===== src/rtl/wave_cmd_decoder.sv =====
// Command decoder between the SPI byte receiver and the waveform engine: synchronises the
// byte strobe, decodes one/two-byte commands and emits a clean fixed-width mem_rst pulse.
module wave_cmd_decoder #(
   parameter int         RST_PULSE_CYCLES = 2,
   parameter int         TIMEOUT_CYCLES   = 1200000,
   parameter logic [7:0] AMP_DEFAULT      = 8'hFF
) (
   input  logic       clk,
   input  logic       rst_n,
   input  logic [7:0] cmd_byte,
   input  logic       cmd_strobe,
   output logic [3:0] wave_sel,
   output logic [7:0] amplitude,
   output logic [9:0] offset,
   output logic       mem_rst,
   output logic       cfg_update,
   output logic       err
);

   localparam int TW = (TIMEOUT_CYCLES > 1) ? $clog2(TIMEOUT_CYCLES) : 1;
   localparam int PW = (RST_PULSE_CYCLES > 1) ? $clog2(RST_PULSE_CYCLES) : 1;
   localparam logic [TW-1:0] TMO_LAST   = TW'(TIMEOUT_CYCLES - 1);
   localparam logic [PW-1:0] PULSE_LAST = PW'(RST_PULSE_CYCLES - 1);

   typedef enum logic [1:0] {IDLE, WAIT_AMP, WAIT_OFF, PULSE} state_t;

   state_t          state_q, state_d;
   logic [2:0]      strbSync_q;
   logic            capValid_q;
   logic [7:0]      capByte_q;
   logic [3:0]      waveSel_q, waveSel_d;
   logic [7:0]      amp_q, amp_d;
   logic [9:0]      offset_q, offset_d;
   logic [1:0]      offHi_q, offHi_d;
   logic            memRst_q;
   logic            cfgUpd_q, cfgUpd_d;
   logic            err_q, err_d;
   logic            bufValid_q, bufValid_d;
   logic [7:0]      bufByte_q, bufByte_d;
   logic [TW-1:0]   tmoCnt_q, tmoCnt_d;
   logic [PW-1:0]   pulseCnt_q, pulseCnt_d;
   logic            edgeDet;
   logic            haveByte;
   logic [7:0]      curByte;

   always_ff @(posedge clk or negedge rst_n) begin
      if (!rst_n) begin
         strbSync_q <= '0;
         capValid_q <= 1'b0;
         capByte_q  <= '0;
         state_q    <= IDLE;
         waveSel_q  <= '0;
         amp_q      <= AMP_DEFAULT;
         offset_q   <= '0;
         offHi_q    <= '0;
         memRst_q   <= 1'b0;
         cfgUpd_q   <= 1'b0;
         err_q      <= 1'b0;
         bufValid_q <= 1'b0;
         bufByte_q  <= '0;
         tmoCnt_q   <= '0;
         pulseCnt_q <= '0;
      end else begin
         strbSync_q <= {strbSync_q[1:0], cmd_strobe};
         capValid_q <= edgeDet;
         if (edgeDet) begin
            capByte_q <= cmd_byte;
         end
         state_q    <= state_d;
         waveSel_q  <= waveSel_d;
         amp_q      <= amp_d;
         offset_q   <= offset_d;
         offHi_q    <= offHi_d;
         memRst_q   <= (state_d == PULSE);
         cfgUpd_q   <= cfgUpd_d;
         err_q      <= err_d;
         bufValid_q <= bufValid_d;
         bufByte_q  <= bufByte_d;
         tmoCnt_q   <= tmoCnt_d;
         pulseCnt_q <= pulseCnt_d;
      end
   end

   // A held byte always drains before a freshly captured one, which then takes its place.
   always_comb begin
      edgeDet    = strbSync_q[1] & ~strbSync_q[2];
      haveByte   = bufValid_q | capValid_q;
      curByte    = bufValid_q ? bufByte_q : capByte_q;
      state_d    = state_q;
      waveSel_d  = waveSel_q;
      amp_d      = amp_q;
      offset_d   = offset_q;
      offHi_d    = offHi_q;
      err_d      = err_q;
      cfgUpd_d   = 1'b0;
      bufValid_d = bufValid_q;
      bufByte_d  = bufByte_q;
      tmoCnt_d   = '0;
      pulseCnt_d = '0;

      if (state_q != PULSE && bufValid_q) begin
         bufValid_d = capValid_q;
         bufByte_d  = capByte_q;
      end

      case (state_q)
         IDLE: begin
            if (haveByte) begin
               case (curByte[7:4])
                  4'h0: state_d = IDLE;
                  4'h1: begin
                     waveSel_d = curByte[3:0];
                     cfgUpd_d  = 1'b1;
                     state_d   = PULSE;
                  end
                  4'h2: state_d = WAIT_AMP;
                  4'h3: begin
                     offHi_d = curByte[1:0];
                     state_d = WAIT_OFF;
                  end
                  4'h4: begin
                     waveSel_d = '0;
                     amp_d     = AMP_DEFAULT;
                     offset_d  = '0;
                     err_d     = 1'b0;
                     cfgUpd_d  = 1'b1;
                     state_d   = PULSE;
                  end
                  default: err_d = 1'b1;
               endcase
            end
         end
         WAIT_AMP, WAIT_OFF: begin
            if (haveByte) begin
               if (state_q == WAIT_AMP) begin
                  amp_d = curByte;
               end else begin
                  offset_d = {offHi_q, curByte};
               end
               cfgUpd_d = 1'b1;
               state_d  = IDLE;
            end else if (tmoCnt_q == TMO_LAST) begin
               err_d   = 1'b1;
               state_d = IDLE;
            end else begin
               tmoCnt_d = tmoCnt_q + 1'b1;
            end
         end
         PULSE: begin
            if (capValid_q) begin
               if (bufValid_q) begin
                  err_d = 1'b1;
               end else begin
                  bufValid_d = 1'b1;
                  bufByte_d  = capByte_q;
               end
            end
            if (pulseCnt_q == PULSE_LAST) begin
               state_d = IDLE;
            end else begin
               pulseCnt_d = pulseCnt_q + 1'b1;
            end
         end
         default: state_d = IDLE;
      endcase
   end

   assign wave_sel   = waveSel_q;
   assign amplitude  = amp_q;
   assign offset     = offset_q;
   assign mem_rst    = memRst_q;
   assign cfg_update = cfgUpd_q;
   assign err        = err_q;

endmodule

===== config.mk =====
export PLATFORM = sky130hd
export DESIGN_NAME = wave_cmd_decoder
export DESIGN_NICKNAME = d
export VERILOG_FILES = /design/src/rtl/wave_cmd_decoder.sv
export SDC_FILE = /design/constraint.sdc
export NUM_CORES = 1
export LEC_CHECK = 0
export BUFFER_PORTS_ARGS = -buffer_cell sky130_fd_sc_hd__buf_2
export CORE_MARGIN = 5
export CORE_UTILIZATION = 52
export CTS_CLUSTER_DIAMETER = 50
export DETAILED_ROUTE_END_ITERATION = 6
export GPL_ROUTABILITY_DRIVEN = 0
export GPL_TIMING_DRIVEN = 0
export PLACE_DENSITY_LB_ADDON = 0.2
export REMOVE_ABC_BUFFERS = 1
export SETUP_SLACK_MARGIN = 0.5
export SLEW_MARGIN = 20
export SYNTH_ARGS = -nofsm -noshare
export SYNTH_HDL_FRONTEND = slang
export SYNTH_SLANG_ARGS = --single-unit

===== constraint.sdc =====
create_clock -name clk -period 2 [get_ports clk]
set_input_delay 0.1 -clock clk [delete_from_list [all_inputs] [get_ports clk]]
set_output_delay 0.1 -clock clk [all_outputs]
set_load 0.05 [all_outputs]

* Yosys cells after proc, flatten, opt, wreduce, memory -nomap -nowiden
Index checks and enable logic that the tools add are counted.
** Operators by class
- Multiplexer cells :: 42
- Bitwise logic cells :: 3
- Add/subtract/negate cells :: 2
- Reductions and logical operators :: 13
- Equal/unequal tests :: 20
** Operator list (number)
- $mux 8 :: 9
- $mux 21 :: 3
- $mux 10 :: 4
- $add 21x1->21 const B :: 1
- $eq 21x21->1 const B :: 1
- $ne 2x2->1 const B :: 10
- $pmux 10 s2 :: 1
- $pmux 8 s2 :: 1
- $mux 1 :: 14
- $reduce_and 5->1 :: 2
- $eq 4x2->1 const B :: 2
- $mux 2 :: 4
- $pmux 2 s4 :: 1
- $pmux 4 s2 :: 1
- $eq 2x2->1 const B :: 3
- $pmux 2 s3 :: 1
- $reduce_and 3->1 :: 2
- $reduce_and 6->1 :: 1
- $eq 4x1->1 const B :: 1
- $eq 4x3->1 const B :: 1
- $logic_not 4->1 :: 1
- $pmux 1 s2 :: 2
- $reduce_bool 2->1 :: 2
- $reduce_or 2->1 :: 2
- 10 further kinds :: 10
** Storage, ports and cells
- Word-level logic and storage cells :: 95
- Output and inout bits :: 25
- Flip-flop bits (word level) :: 72
- Input bits :: 11

* Logic depth before layout (Yosys ltp)
- Depth in word-level cells :: 7
- Depth in mapped cells :: 9
- Gate-level depth less buffers :: 7

* Least setup slack after synthesis
Ideal clock, no wire load.
- Path type :: register to register
- Start :: register tmoCnt_q[7]
- End :: register err_q, in the netlist err
- Cell stages (with the launch flop) :: 6
- Path slack :: 0.120 ns
- Arrival time :: 1.755 ns
- Cells stage by stage :: dfrtp_1 > or4b_1 > nor4_2 > nand2_1 > a21oi_1 > mux2_2
** Between the ends
- Longest elaborated chain between the ends :: 3
** RTL lines
- start, declared :: RTL line 40 : logic [TW-1:0] tmoCnt_q, tmoCnt_d;
- start signal, assigned :: RTL line 79 : tmoCnt_q <= tmoCnt_d;
- $eq 21x21->1 :: RTL line 142 : end else if (tmoCnt_q == TMO_LAST) begin
- $ne 2x2->1 (no line)
- $reduce_and 6->1 (no line)
- end signal, assigned :: RTL line 76 : err_q <= err_d;
- end, declared :: RTL line 37 : logic err_q, err_d;
No other way between the ends.
A chain may end at the register's enable or synchronous reset.

* Final worst setup path
- Start :: register capByte_q[4]
- End :: register amp_q[1], in the netlist amplitude[1]
** Between the ends
- Longest elaborated chain between the ends :: 4
** RTL lines
- start, declared :: RTL line 30 : logic [7:0] capByte_q;
- start signal, assigned :: RTL line 67 : capByte_q <= cmd_byte;
- $mux 8 :: RTL line 88 : curByte = bufValid_q ? bufByte_q : capByte_q;
- $eq 4x3->1 :: RTL line 109 : case (curByte[7:4])
- $ne 2x1->1 (no line)
- $reduce_and 5->1 (no line)
- end signal, assigned :: RTL line 71 : amp_q <= amp_d;
- end, declared :: RTL line 32 : logic [7:0] amp_q, amp_d;
No other way between the ends.

==> reports/qor.csv <==
metric,value,unit
grtUsageMet1,26.02,%
comb_power_share,44.5,%
arrival,2.09,ns
p_int,3.305,mW
core_area,6277,sq um
final_cells,447,
cts_tree,yes,
startpoint,capByte_q[4],
placed_cells,388,
cp-start-kind,register,
antenna_found_initial,0,
rrSetupSlack,0.15,ns
grt_usage,18.36,%
cp_num_cells,6,
syn_to_final_growth,36.71,%
switching_share,40.85,%
max_freq,0.5409,GHz
synthTopCellsByArea,"dfrtp_1 (48%), mux2_2 (7.1%), dfstp_2 (6.3%)",
vias,2479,
crit_buf_inv,1,
num-nets-final,381,
worst_ep_required_time,2.24,ns
worstPathCellList,or4b_4 > a21boi_4 > o22ai_4 > buf_4 > nor2_4 > a2bb2oi_1,
avgSynthCellArea,11.63,sq um
p_sw,2.282,mW
ios,36,
drc,0,
synth_edf_count,0,
setup_viol_count_final,0,
vias_per_cell,5.546,
layout-drive-gt1-share,46.49,%
crit_type,register to register,
num_rows,29,
clock_latency,0.33,ns
fp.dieArea,8068,sq um
drt_wl_total,7298,um
power,5.587,mW
dr.pass1.iters,4,
seqPwrFrac,36.6,%
holdCritPathClass,input pin to async pin,
ff2ff_path_depth,6,
post-route-period-util,92.44,%
htree_num_levels,3,
dieHeight,89.82,um
diodes,0,
synthArstFlopShare,100.0,%
synth.distinct_cells,43,
synth.most_common_cell,dfrtp_1,
grt-ovfl-total,0,
slew_viol_final,0,
r2r-end,amplitude[1],
cts_buffer_depth,2,
p_per_area,1234,nW/um^2
fp.dieW,89.82,um
wl_per_cell,16.33,um
crit_family,simple AND/OR/NAND/NOR gates,
rsz0062_at_grt,yes,
cp_slowest_cell,or4b_4,
drv_cap,0,
ant_nets,0,
path_max_fanout,8,
endpoint,amplitude[1],
hpwlAfterDp,4196,um
r2r_start,capByte_q[4],
yosys_warnings,0,
grt_use_met3,4.174,%
synthCells,285,
status,finished clean,
use_met2,27.20,%
root_buffer,clkbuf_8,
slew_headroom,66.85,%
clkTransAtPathRegs,0.08,ns
fin_skew,0.006994,ns
drt_iter0_drc,95,
ys_seq_elements,72,
cts.sinks,72,
syn_area,3313,sq um
ys_top_cells_by_count,"dfrtp_1 (64), nor2_1 (35), mux2_2 (21)",
cp-end-kind,register,
cts_made_buffers,9,
busiest_layer,met2,
synthFlopType,dfrtp_1,
synth_top_area_share,48.34,%
yosysSeqAreaShare,54.68,%
port_buffers,35,
synth.largest_area_cell,dfrtp_1,
fin_crit,1.849,ns
grt_max_degree,40,
leakagePower,1.985,nW
tightest_slew,0.4834,ns
start_util,52.78,%
power.share.clock,18.9,%
ir_drop,1048,uV
grt_pass1_vias,2426,
grt_first_pass_wirelength,12160,um
hold_viol_final,0,
cpPeakStageDelay,0.58,ns
==> through the flow <==
step	setup TNS [ns]	area (sq um)	hold WS (ns)	worst slack [ns]	utilization [%]
detailed placement	-8.599	3543	0.07448	-0.5566	56.45
global placement	-8.462	3521	0.2074	-0.5285	56.09
CTS	0	4363	0.2462	0.1396	69.50
finish	0	4529	0.2442	0.1513	72.15
global route	0	4529	0.2971	0.1079	72.15
floorplan	-0.6738	3249	-0.1956	-0.1470	-
==> sequential cells by signal (all words and copies together) (netlist names) <==
name,flops
strbSync_q,3
wave_sel,4
bufValid_q,1
offset,10
mem_rst,1
tmoCnt_q,21
err,1
pulseCnt_q,1
state_q,2
offHi_q,2
capValid_q,1
cfg_update,1
amplitude,8
capByte_q,8
bufByte_q,8
==> how the worst min path moves through the flow <==
stage	from	to	slack, ns	depth (start not counted)
6_report	rst_n	offset[8]	0.24	2
2_1_floorplan	rst_n	bufByte_q[0]	-0.20	0
4_1_cts	rst_n	offset[8]	0.25	2
3_3_place_gp	cmd_strobe	strbSync_q[0]	0.21	1
3_5_place_dp	rst_n	offset[8]	0.07	1
5_1_grt	rst_n	offset[8]	0.30	2
==> repair_timing <==
item / 4_1_cts / 5_1_grt
endpoints found under the hold margin: 42 / 0
pin swaps: 18 / 7
endpoints found under the setup margin: 57 / 65
gates cloned: 2 / 0
hold buffers: 10 / 0
setup buffers: 24 / 7
gates resized for setup: 71 / 24
==> cell usage in the layout (no fill, tap or decap), types with 3 or more instances in the layout <==
| master | instances |
|---|---|
| dfrtp_1 | 60 |
| buf_2 | 34 |
| nor2_1 | 24 |
| buf_4 | 21 |
| mux2_2 | 16 |
| nand2_1 | 13 |
| xor2_1 | 13 |
| clkbuf_8 | 12 |
| nand3_1 | 11 |
| dlygate4sd3_1 | 10 |
| nor2_2 | 9 |
| dfstp_2 | 8 |
| buf_6 | 8 |
| o2bb2ai_1 | 7 |
| mux2i_1 | 6 |
| xnor2_1 | 6 |
| inv_1 | 6 |
| a2bb2oi_1 | 6 |
| nand2b_1 | 5 |
| mux2_4 | 5 |
| nor4_4 | 4 |
| mux2i_4 | 4 |
| nand4_1 | 4 |
| a21oi_1 | 4 |
| nor2b_1 | 3 |
| and3_1 | 3 |
| o21ai_0 | 3 |
| o2bb2ai_2 | 3 |
| ha_4 | 3 |
| dfrtp_2 | 3 |
| clkinv_2 | 3 |
| buf_12 | 3 |
==> power groups by stage <==
stage	sequential [mW]	clock [mW]	combinational [mW]
after global routing	2.09	1.15	2.62
after CTS	2.04	1.08	2.29
after global placement	2.04	0	1.78
after floorplan	2.72	0	0.696
after detailed placement	2.05	0	1.82
final	2.04	1.05	2.49
==> cell type report <==
type | instances | area [sq um]
Clock inverter | 3 | 15.01
Fill cell | 411 | 1748
Sequential cell | 72 | 1819
Clock buffer | 13 | 168.9
Inverter | 8 | 30.03
Tap cell | 77 | 96.34
Multi-Input combinational cell | 197 | 1807
Timing Repair Buffer | 77 | 593.1
==> kinds of logic after synthesis <==
kind of cell	share of synthesized area, %
XOR/XNOR	5.287
flip-flops	54.68
buffers and inverters	2.832
AO/OA/AOI/OAI	9.252
multiplexers	10.46
AND/OR/NAND/NOR	15.60
adder cells (fa/ha/maj)	1.888
==> metal layers <==
metal | up-vias | wire length (um)
li1 | 1172 | -
met4 | 0 | 115
met3 | 12 | 311
met1 | 1232 | 3407
met2 | 63 | 3463
met5 | - | 0
Power figures use the tool's default switching activity.
